===== src/rtl/rom_read_arbiter_pkg.sv =====
// Shared constants and helpers for the ROM read arbiter.
// Default sizes, a clog2 helper and the statistics counter width.
package rom_arb_pkg;

    localparam int K_DEF    = 8;
    localparam int M_DEF    = 2;
    localparam int NREQ_DEF = 2;
    localparam int STATS_W  = 16;

    function automatic int clog2(input int value);
        int result;
        result = 0;
        while ((1 << result) < value) begin
            result = result + 1;
        end
        return result;
    endfunction

    // Pointer and winner index width; never narrower than one bit.
    function automatic int ptr_width(input int nreq);
        return (clog2(nreq) < 1) ? 1 : clog2(nreq);
    endfunction

endpackage


===== src/rtl/rom_read_arbiter_if.sv =====
// Requester-side bus of the ROM read arbiter: requests, addresses, grant and read return.
interface rom_read_arbiter_if #(
    parameter int NREQ = 2,
    parameter int M    = 2,
    parameter int K    = 8
) ();

    logic [NREQ-1:0]   req;
    logic [NREQ*M-1:0] adr;
    logic [NREQ-1:0]   gnt;
    logic [K-1:0]      rdata;
    logic [NREQ-1:0]   rvalid;

    modport master (
        output req,
        output adr,
        input  gnt,
        input  rdata,
        input  rvalid
    );

    modport slave (
        input  req,
        input  adr,
        output gnt,
        output rdata,
        output rvalid
    );

endinterface


===== src/rtl/rom_read_arbiter_rr_pick.sv =====
// Combinational round-robin picker: first set bit of elig at or above ptr, wrapping at NREQ-1.
module rr_pick
    import rom_arb_pkg::*;
#(
    parameter int NREQ  = 2,
    parameter int PTR_W = 1
) (
    input  logic [NREQ-1:0]  elig,
    input  logic [PTR_W-1:0] ptr,
    output logic [PTR_W-1:0] winner,
    output logic             any
);

    // Scan from the farthest offset down so the candidate closest to ptr is assigned last.
    always_comb begin
        winner = '0;
        any    = 1'b0;
        for (int off = NREQ - 1; off >= 0; off--) begin
            int idx;
            idx = int'(ptr) + off;
            if (idx >= NREQ) begin
                idx = idx - NREQ;
            end
            if (elig[idx]) begin
                winner = PTR_W'(idx);
                any    = 1'b1;
            end
        end
    end

endmodule


===== src/rtl/rom_read_arbiter.sv =====
// Round-robin arbiter sharing one combinational ROM read port between NREQ requesters.
// Optional ROM_ARB_STATS_EN adds conflict_cnt, a saturating count of contended cycles.
module rom_read_arbiter
    import rom_arb_pkg::*;
#(
    parameter int K    = K_DEF,
    parameter int M    = M_DEF,
    parameter int NREQ = NREQ_DEF
) (
    input  logic                 clk,
    input  logic                 rst,
    rom_read_arbiter_if.slave    bus,
    output logic [M-1:0]         rom_adr,
    input  logic [K-1:0]         rom_data
`ifdef ROM_ARB_STATS_EN
    ,
    output logic [STATS_W-1:0]   conflict_cnt
`endif
);

    localparam int PTR_W = ptr_width(NREQ);

    logic [PTR_W-1:0] ptr;
    logic [NREQ-1:0]  gnt_q;
    logic [NREQ-1:0]  rvalid_q;
    logic [K-1:0]     rdata_q;
    logic [NREQ-1:0]  elig;
    logic [PTR_W-1:0] winner;
    logic             any;

    // A requester still shows req during its own grant cycle; masking stops a re-grant.
    assign elig = bus.req & ~gnt_q;

    rr_pick #(
        .NREQ  (NREQ),
        .PTR_W (PTR_W)
    ) u_pick (
        .elig   (elig),
        .ptr    (ptr),
        .winner (winner),
        .any    (any)
    );

    always_ff @(posedge clk) begin
        if (rst) begin
            gnt_q    <= '0;
            rvalid_q <= '0;
            rdata_q  <= '0;
            rom_adr  <= '0;
            ptr      <= '0;
        end else begin
            rvalid_q <= gnt_q;
            if (gnt_q != '0) begin
                rdata_q <= rom_data;
            end
            if (any) begin
                gnt_q   <= NREQ'(1) << winner;
                rom_adr <= bus.adr[int'(winner) * M +: M];
                ptr     <= (winner == PTR_W'(NREQ - 1)) ? '0 : winner + 1'b1;
            end else begin
                gnt_q   <= '0;
            end
        end
    end

    assign bus.gnt    = gnt_q;
    assign bus.rvalid = rvalid_q;
    assign bus.rdata  = rdata_q;

`ifdef ROM_ARB_STATS_EN
    logic conflict;

    assign conflict = (elig & (elig - 1'b1)) != '0;

    always_ff @(posedge clk) begin
        if (rst) begin
            conflict_cnt <= '0;
        end else if (conflict && (conflict_cnt != '1)) begin
            conflict_cnt <= conflict_cnt + 1'b1;
        end
    end
`endif

endmodule


===== src/flat_wrapper.sv =====
// flat-port wrapper written by rule: the top's interface ports become plain ports
module rom_read_arbiter_flat import rom_arb_pkg::*;
#(
    parameter int K    = K_DEF,
    parameter int M    = M_DEF,
    parameter int NREQ = NREQ_DEF
)
  (clk, rst, rom_adr, rom_data, bus_req, bus_adr, bus_gnt, bus_rdata, bus_rvalid);
  rom_read_arbiter_if #(.NREQ(NREQ), .M(M), .K(K)) bus_i ();
  input  logic clk;
  input  logic rst;
  output logic [M-1:0] rom_adr;
  input  logic [K-1:0] rom_data;
  input wire logic [$bits(bus_i.req)-1:0] bus_req;
  input wire logic [$bits(bus_i.adr)-1:0] bus_adr;
  output wire logic [$bits(bus_i.gnt)-1:0] bus_gnt;
  output wire logic [$bits(bus_i.rdata)-1:0] bus_rdata;
  output wire logic [$bits(bus_i.rvalid)-1:0] bus_rvalid;
  assign bus_i.req = bus_req;
  assign bus_i.adr = bus_adr;
  assign bus_gnt = bus_i.gnt;
  assign bus_rdata = bus_i.rdata;
  assign bus_rvalid = bus_i.rvalid;
  rom_read_arbiter #(.K(K), .M(M), .NREQ(NREQ)) u_core (.clk(clk), .rst(rst), .bus(bus_i), .rom_adr(rom_adr), .rom_data(rom_data));
endmodule

===== config.mk =====
export PLATFORM = sky130hd
export DESIGN_NAME = rom_read_arbiter_flat
export DESIGN_NICKNAME = d
export VERILOG_FILES = /design/src/rtl/rom_read_arbiter_pkg.sv /design/src/rtl/rom_read_arbiter_if.sv /design/src/rtl/rom_read_arbiter_rr_pick.sv /design/src/rtl/rom_read_arbiter.sv /design/src/flat_wrapper.sv
export SDC_FILE = /design/constraint.sdc
export NUM_CORES = 1
export LEC_CHECK = 0
export CORE_MARGIN = 10
export CORE_UTILIZATION = 37
export CTS_BUF_LIST = sky130_fd_sc_hd__clkbuf_4 sky130_fd_sc_hd__clkbuf_8 sky130_fd_sc_hd__clkbuf_16
export DETAILED_ROUTE_END_ITERATION = 12
export PLACE_DENSITY = 0.74
export SYNTH_ARGS = -nofsm -noshare
export SYNTH_HDL_FRONTEND = slang
export SYNTH_SLANG_ARGS = --single-unit

===== constraint.sdc =====
create_clock -name clk -period 1.6 [get_ports clk]
set_clock_uncertainty 0.2 [all_clocks]
set_input_delay 0.32 -clock clk [delete_from_list [all_inputs] [get_ports clk]]
set_output_delay 0.32 -clock clk [all_outputs]
set_load 0.1 [all_outputs]

==> impl_metrics.csv, run 1 <==
group,metric,value,unit
outcome,status,"completed",
detailed_routing,wl_per_cell,14.29,um
power_and_ir_drop,p_leak,0.4020,nW
clock_tree,clk_pin_slew,0.08,ns
layout,regArea,305.3,um2
global_route,met1_usage,0.09611,
layout,num-nets-final,112,
placed_design,gp_congestion,0.7560,
floorplanning,placement_rows,14,
clock_tree,cts_num_sinks,15,
worst_setup_path,cpLargestDelayFamily,"buffers and inverters",
min_path,hold_class,"flip-flop to flip-flop",
worst_setup_path,path_class,"flip-flop to output port",
global_route,grt_pass1_vias,580,
logic_synthesis,syn_area,566.8,um2
logic_synthesis,yosys.area_share.simple,0.2671,
clock_tree,postCtsHoldBufs,0,
clock_tree,cts_tree,"yes",
timing,fmax,0.6584,GHz
clock_tree,cts_setup_buffers,0,
worst_setup_path,crit_buf_inv,2,
logic_synthesis,synth_top_area_frac,0.5298,
floorplanning,die_x,59.14,um
global_route,grt_pass1_wl,2656,um
layout,drive_above_1_share,0.2632,
floorplanning,fp.dieH,59.14,um
global_route,grt_overflow,0,
detailed_routing,antenna_left,0,
logic_synthesis,synth_fa_ha_area_frac,0,
power_and_ir_drop,ir_worst_vdd,665.6,uV
clock_tree,ctsRootBufferMaster,"clkbuf_4",
floorplanning,die_area,3498,um2
clock_tree,htree_num_levels,1,
timing,report.final.hold_viol_count,0,
worst_setup_path,cp.depth,2,
logic_synthesis,synth_top_family_by_area,"simple AND/OR/NAND/NOR gates",
job,max_cap_viol_count,0,
detailed_routing,vias,552,
layout,utilization,0.7253,
logic_synthesis,ys_types,16,
power_and_ir_drop,finalPower,1.042,mW
worst_setup_path,crit_path_cell_trace,"buf_4, buf_12",
detailed_routing,wl,1586,um
clock_tree,clock_latency,0.27,ns
logic_synthesis,yosysWarnings,0,
worst_setup_path,regToRegSetupSlack,0.31,ns
floorplanning,initial_utilization,0.3852,
detailed_routing,route.detailed.drc,0,
logic_synthesis,yosysSeqAreaShare,0.5298,
global_route,antenna_found_initial,0,
global_route,grt_use_met3,0.06223,
worst_setup_path,r2r_start,"u_core.bus.gnt[0]",
logic_synthesis,syn_avg_cell_area,8.997,um2
timing,rsz0062_at_grt,"no",
detailed_routing,drtIter0Drc,6,
min_path,hold_path_depth,2,
worst_setup_path,r2r_cells,3,
clock_tree,cts_buffer_depth,2,
layout,diodes,0,
timing,finalSetupViolCount,0,
logic_synthesis,synth.area.top_cells,"dfxtp_1 53%, a21oi_1 7.1%, o21ai_0 7.1%, nor3_1 5.3%, nand2_1 5.3%",
layout,multi_input_area,254.0,um2
timing,drv_slew,0,
worst_setup_path,critPathRequiredTime,1.08,ns
clock_tree,cts_resized,0,
logic_synthesis,synth_xor_area_frac,0,
worst_setup_path,critical_path.slowest_cell,"dfxtp_2",
timing,period_minus_slack,1.519,ns
global_route,track_usage,0.09518,
timing,hold-worst-slack,0.2867,ns
logic_synthesis,synthCells,63,
floorplanning,io_pins,30,
floorplanning,core-area,1471,um2
layout,syn2layout_area_growth,88.30,%
logic_synthesis,synth_nets,79,
logic_synthesis,synth_compound_area_frac,0.1810,
timing,slew_headroom,0.8226,
clock_tree,cts_made_buffers,3,
worst_setup_path,r2r_end,"u_core.rom_adr[0]",
min_path,worstHoldStart,"u_core.bus.rdata[5]",
global_route,grt_max_degree,15,
worst_setup_path,arrival,1.00,ns
global_route,grt_busiest_layer,"met2",
detailed_routing,via_per_inst,4.973,
layout,fillers,114,
logic_synthesis,synth_mux_area_frac,0,
worst_setup_path,worst-path-max-fanout,10,
logic_synthesis,ys_ff_latch,15,
timing,finalSetupTns,0,ns
min_path,whs_endpoint,"u_core.bus.rdata[5]",
power_and_ir_drop,p_per_area,976.1,nW/um2
worst_setup_path,slowest_delay,0.35,ns
timing,finalCritPeriodShare,0.9493,
worst_setup_path,cp-end-kind,"output port",
placed_design,hpwlAfterDp,1309,um
detailed_routing,drt_first_pass_iters,4,
worst_setup_path,startpoint_type,"flip-flop",
timing,worst_slew_pin_slew,0.2653,ns
global_route,met2_usage,0.1562,
placed_design,port_buffers,29,
logic_synthesis,yosys.area.top_type,"dfxtp_1",
==> where the power goes <==
part,switching (mW),internal (mW)
combinational,0.233,0.155
sequential,0.0339,0.400
clock,0.107,0.113
==> layout by cell type, fill, tap and decap left out, drive strengths merged <==
| cell | n |
|---|---|
| a211oi | 3 |
| nor2 | 3 |
| o21ai | 8 |
| nor3b | 1 |
| nor3 | 6 |
| nor4 | 2 |
| and2b | 2 |
| nand2 | 8 |
| nor2b | 2 |
| dfxtp | 15 |
| a21oi | 8 |
| nand2b | 2 |
| clkbuf | 4 |
| clkdlybuf4s50 | 15 |
| buf | 16 |
==> cell type report <==
| class | count | area share |
|---|---|---|
| clock buffer | 4 | 0.02814 |
| multi-input combinational | 45 | 0.2380 |
| sequential | 15 | 0.2861 |
| tap | 16 | 0.01876 |
| timing repair buffer | 31 | 0.4291 |
==> worst min-delay path: cells and delay by family, from the launching register on <==
family           cells  cell delay, ns
flip-flops           1            0.34
AND/OR/NAND/NOR      1            0.06
AO/OA/AOI/OAI        1            0.05
==> cell usage after synthesis (all sizes together) <==
cell type and number:
a211oi 3, o21ai 8, nor3b 1, clkbuf 3, nand2b 2, a21oi 8, nor2 3, nor2b 2
dfxtp 15, nor4 2, nor3 6, nand2 8, and2b 2
==> flip-flops by register name, summed over array words and instances, names as in the netlist <==
register	count
u_core.rom_adr	2
u_core.ptr	1
u_core.bus.gnt	2
u_core.bus.rdata	8
u_core.bus.rvalid	2
==> cell families (layout without fill, tap and decap cells) <==
logic type	count (synthesis)	after routing
and+or+nand+nor	26	26
AOI/OAI and AO/OA	19	19
DFF	15	15
buffers and inverters	3	35
==> how the worst max path moves through the flow <==
stage | from | end | slack, ns
detailed placement | bus_req[0] | u_core.rom_adr[0] | -0.09
floorplan | u_core.bus.gnt[1] | u_core.rom_adr[0] | 0.03
finish | u_core.bus.gnt[1] | bus_gnt[1] | 0.08
CTS | u_core.bus.gnt[0] | bus_gnt[0] | 0.05
global route | u_core.bus.gnt[1] | bus_gnt[1] | 0.03
global placement | bus_req[0] | u_core.rom_adr[0] | -0.01
==> layer usage <==
| metal | vias to the layer above | part of all wire | wire length, um |
|---|---|---|---|
| met5 | - | 0 | 0 |
| met4 | 0 | 0 | 0 |
| met3 | 0 | 0.15 | 232 |
| met2 | 29 | 0.44 | 696 |
| met1 | 238 | 0.41 | 657 |
| li1 | 285 | - | - |
==> through the flow <==
stage               instance area (um2)  instances  setup WS [ns]
finish                             1067        111        0.08112
floorplan                         569.3         63        0.03251
detailed placement                 1035        107       -0.08792
global route                       1067        111        0.03355
global placement                   1035        107       -0.01453
CTS                                1065        111        0.04592
Power figures use the tool's default switching activity.
==> run 2: changes to the inputs <==
CORE_MARGIN = 2   (was 10)
==> impl_metrics.csv, run 2 (same netlist as run 1, synthesis figures left out) <==
group,metric,value,unit
placed_design,hpwlAfterDp,1142,um
placed_design,post-place-cells,107,
clock_tree,cts_setup_buffers,0,
job,max_cap_viol_count,0,
layout,diodes,0,
detailed_routing,drtIter0Drc,2,
timing,drv_slew,0,
detailed_routing,vias,565,
worst_setup_path,regToRegSetupSlack,0.25,ns
min_path,whs_endpoint,"u_core.bus.rdata[3]",
detailed_routing,antenna_left,0,
placed_design,gp_congestion,0.7287,
layout,syn2layout_area_growth,85.21,%
layout,largest_register_ffs,8,
layout,num-nets-final,112,
power_and_ir_drop,p_leak,0.3964,nW
floorplanning,io_pins,30,
detailed_routing,wl_per_cell,12.77,um
worst_setup_path,cpLargestDelayFamily,"flip-flops",
floorplanning,fp.dieH,43.14,um
power_and_ir_drop,p_per_area,976.8,nW/um2
detailed_routing,drt_first_pass_iters,2,
global_route,grt_max_degree,15,
timing,period_minus_slack,1.551,ns
detailed_routing,via_per_inst,5.090,
layout,final_common_cell,"clkdlybuf4s50_1",
timing,rsz0062_at_grt,"no",
global_route,grt_overflow,0,
layout,final_cell_mix,"15 x clkdlybuf4s50_1, 14 x buf_12, 13 x dfxtp_1",
worst_setup_path,slowest_delay,0.53,ns
worst_setup_path,critical_path.slowest_cell,"dfxtp_2",
clock_tree,clk_pin_slew,0.09,ns
global_route,antenna_found_initial,0,
clock_tree,postCtsHoldBufs,0,
worst_setup_path,crit_buf_inv,1,
clock_tree,cts_tree,"yes",
layout,fillers,112,
worst_setup_path,worst-path-max-fanout,14,
layout,utilization,0.7134,
clock_tree,ctsRootBufferMaster,"clkbuf_4",
timing,finalCritPeriodShare,0.9695,
detailed_routing,route.detailed.drc,0,
placed_design,port_buffers,29,
worst_setup_path,crit_path_cell_trace,"buf_12",
power_and_ir_drop,ir_worst_vdd,638.1,uV
clock_tree,htree_num_levels,1,
timing,fmax,0.6446,GHz
global_route,grt_pass1_vias,513,
layout,drive_above_1_share,0.2632,
clock_tree,cts_made_buffers,3,
timing,slew_headroom,0.7851,
floorplanning,placement_rows,14,
worst_setup_path,r2r_end,"u_core.rom_adr[0]",
global_route,grt_pass1_wl,2249,um
worst_setup_path,arrival,1.03,ns
clock_tree,cts_buffer_depth,2,
detailed_routing,wl,1418,um
clock_tree,cts_resized,0,
worst_setup_path,startpoint_type,"flip-flop",
worst_setup_path,cp-end-kind,"output port",
min_path,hold_class,"flip-flop to flip-flop",
outcome,status,"completed",
worst_setup_path,r2r_start,"u_core.bus.gnt[0]",
clock_tree,clock_latency,0.27,ns
worst_setup_path,path_class,"flip-flop to output port",
timing,report.final.hold_viol_count,0,
layout,finalNonFillerCells,111,
global_route,track_usage,0.1640,
floorplanning,die_x,43.14,um
floorplanning,initial_utilization,0.3852,
floorplanning,core-area,1471,um2
worst_setup_path,critPathRequiredTime,1.08,ns
timing,worst_slew_pin_slew,0.3223,ns
timing,finalSetupViolCount,0,
min_path,hold_path_depth,2,
worst_setup_path,r2r_cells,3,
min_path,worstHoldStart,"u_core.bus.rdata[3]",
floorplanning,die_area,1861,um2
clock_tree,cts_num_sinks,15,
## run 2: cell types whose count changed in the layout (fill, tap and decap cells not counted), sizes merged
cell	previous run	this run
clkinv	0	1
clkbuf	4	3
## run 2: layout make-up
cell class                 instances  area [um2]  area share
multi-input combinational         45       254.0      0.2420
tap                               16       20.02     0.01907
clock buffer                       3       22.52     0.02145
clock inverter                     1       5.005    0.004768
timing repair buffer              31       445.4      0.4243
sequential                        15       302.8      0.2884
## run 2: worst max-delay path by stage
stage | from | to | cells past startpoint
after floorplan | u_core.bus.gnt[1] | u_core.rom_adr[0] | 3
after CTS | u_core.bus.gnt[0] | bus_gnt[0] | 1
after global routing | u_core.bus.gnt[0] | bus_gnt[0] | 1
final | u_core.bus.gnt[0] | bus_gnt[0] | 1
after detailed placement | bus_req[0] | u_core.rom_adr[1] | 4
after global placement | bus_req[0] | u_core.rom_adr[0] | 4
## run 2: worst reg2reg max path: stages (launching register included)
cell,delay (ns)
dfxtp_2,0.53
nand2b_1,0.21
a211oi_1,0.07
nor4_1,0.25
## run 2: through the flow
stage                     worst slack, ns  cell area (um2)   TNS, ns  power, mW  hold WS [ns]
after floorplan                   0.03251            569.3         0     0.6606        0.1916
after global placement           -0.01831             1022  -0.02967     0.8219        0.2752
after detailed placement         -0.07950             1022   -0.1513     0.8284        0.2862
after CTS                         0.04546             1050         0      1.034        0.2990
after global routing             0.006787             1050         0      1.066        0.3150
final                             0.04875             1050         0      1.025        0.2929
## run 2: where the power goes
group | leakage [nW] | internal [mW] | switching (mW)
clock network | 0.0177 | 0.0924 | 0.115
logic | 0.255 | 0.152 | 0.228
registers | 0.124 | 0.400 | 0.0383
## run 2: routing by layer
metal  wire (um)  global-route usage  share of wire  vias up
met4          14             0.07273         0.0099        0
li1            -                   -              -      287
met1         560              0.1575           0.39      252
met3         107             0.05106          0.075        2
met5           0                   0              0        -
met2         736              0.3104           0.52       24
==> run 3: changes to the inputs <==
PLACE_DENSITY = default   (was 0.74)
PLACE_DENSITY_LB_ADDON = 0.3   (was default)
==> impl_metrics.csv, run 3 (same netlist as run 1, synthesis figures left out) <==
group,metric,value,unit
outcome,status,"completed",
layout,final_cell_mix,"15 x clkdlybuf4s50_1, 15 x buf_12, 13 x dfxtp_1",
placed_design,hpwlAfterDp,1027,um
timing,period_minus_slack,1.545,ns
detailed_routing,via_per_inst,5.045,
placed_design,gp_congestion,0.7893,
power_and_ir_drop,ir_worst_vdd,695.7,uV
timing,hold-worst-slack,0.2883,ns
worst_setup_path,slowest_delay,0.53,ns
timing,finalSetupViolCount,0,
min_path,hold_class,"flip-flop to flip-flop",
power_and_ir_drop,p_per_area,965.7,nW/um2
power_and_ir_drop,p_leak,0.4010,nW
clock_tree,clk_pin_slew,0.09,ns
timing,finalCritPeriodShare,0.9654,
detailed_routing,wl_per_cell,12.04,um
timing,slew_headroom,0.7909,
clock_tree,cts_tree,"yes",
timing,drv_slew,0,
worst_setup_path,startpoint_type,"flip-flop",
layout,diodes,0,
timing,fmax,0.6474,GHz
detailed_routing,vias,560,
layout,largest_register_ffs,8,
clock_tree,cts_resized,0,
worst_setup_path,crit_buf_inv,1,
floorplanning,die_area,1861,um2
floorplanning,placement_rows,14,
clock_tree,cts_setup_buffers,0,
floorplanning,fp.dieH,43.14,um
detailed_routing,route.detailed.drc,0,
global_route,grt_pass1_wl,2235,um
worst_setup_path,crit_path_cell_trace,"buf_12",
layout,num-nets-final,112,
worst_setup_path,cpLargestDelayFamily,"flip-flops",
layout,stdcell_area,1062,um2
placed_design,port_buffers,29,
timing,worst_slew_pin_slew,0.3137,ns
clock_tree,ctsRootBufferMaster,"clkbuf_4",
global_route,track_usage,0.1553,
worst_setup_path,worst-path-max-fanout,14,
layout,syn2layout_area_growth,87.42,%
floorplanning,die_x,43.14,um
layout,drive_above_1_share,0.2632,
clock_tree,htree_num_levels,1,
clock_tree,postCtsHoldBufs,0,
clock_tree,cts_buffer_depth,2,
detailed_routing,drtIter0Drc,6,
timing,rsz0062_at_grt,"no",
placed_design,postPlaceCellArea,1035,um2
detailed_routing,drt_first_pass_iters,3,
global_route,grt_pass1_vias,550,
worst_setup_path,path_class,"flip-flop to output port",
global_route,grt_max_degree,15,
timing,report.final.hold_viol_count,0,
job,max_cap_viol_count,0,
floorplanning,initial_utilization,0.3852,
floorplanning,io_pins,30,
global_route,grt_overflow,0,
detailed_routing,antenna_left,0,
global_route,antenna_found_initial,0,
worst_setup_path,critical_path.slowest_cell,"dfxtp_2",
clock_tree,cts_made_buffers,3,
worst_setup_path,cp-end-kind,"output port",
clock_tree,clock_latency,0.27,ns
clock_tree,cts_num_sinks,15,
layout,utilization,0.7219,
floorplanning,core-area,1471,um2
worst_setup_path,critPathRequiredTime,1.08,ns
detailed_routing,wl,1336,um
worst_setup_path,arrival,1.02,ns
[run 3: cell counts in the layout (fill, tap and decap cells not counted)]
No cell type changed its count.
[run 3: layout make-up]
class	instances	area [um2]
Timing Repair Buffer	31	457.9
Fill cell	118	409.1
Sequential cell	15	302.8
Multi-Input combinational cell	45	254.0
Clock buffer	3	22.52
Tap cell	16	20.02
Clock inverter	1	5.005
[run 3: final timing paths]
kind | start | endpoint | slack, ns | cells after the start
max reg2reg | u_core.bus.gnt[0] | u_core.rom_adr[0] | 0.21 | 3
max | u_core.bus.gnt[0] | bus_gnt[0] | 0.06 | 1
min reg2reg | u_core.bus.rdata[6] | u_core.bus.rdata[6] | 0.29 | 2
min | u_core.bus.rdata[6] | u_core.bus.rdata[6] | 0.29 | 2
[run 3: where the power goes]
| part | leakage [nW] | total [mW] | internal (mW) | switching (mW) |
|---|---|---|---|---|
| clock network | 0.0177 | 0.205 | 0.0925 | 0.113 |
| logic | 0.259 | 0.385 | 0.155 | 0.230 |
| registers | 0.124 | 0.436 | 0.400 | 0.0352 |
| total | 0.401 | 1.03 | 0.648 | 0.378 |
[run 3: stage by stage]
step                instances  setup TNS, ns  worst slack (ns)  total power [mW]
floorplan                  63              0           0.03251            0.6606
global route              111              0           0.01356             1.073
detailed placement        107        -0.2250           -0.1474            0.8304
finish                    111              0           0.05536             1.026
global placement          107       -0.03510          -0.01811            0.8247
CTS                       111              0           0.04173             1.041
[run 3: worst min-delay path, stage by stage, from the launching register on]
cell and delay (ns):
dfxtp_1 0.34, nand2_1 0.06, a21oi_1 0.05
[run 3: routing by layer]
layer | vias to the layer above | global-route usage | routed length [um]
li1 | 285 | - | -
met2 | 24 | 0.2716 | 611
met4 | 0 | 0.07273 | 12
met5 | - | 0 | 0
met1 | 249 | 0.1706 | 582
met3 | 2 | 0.04255 | 130
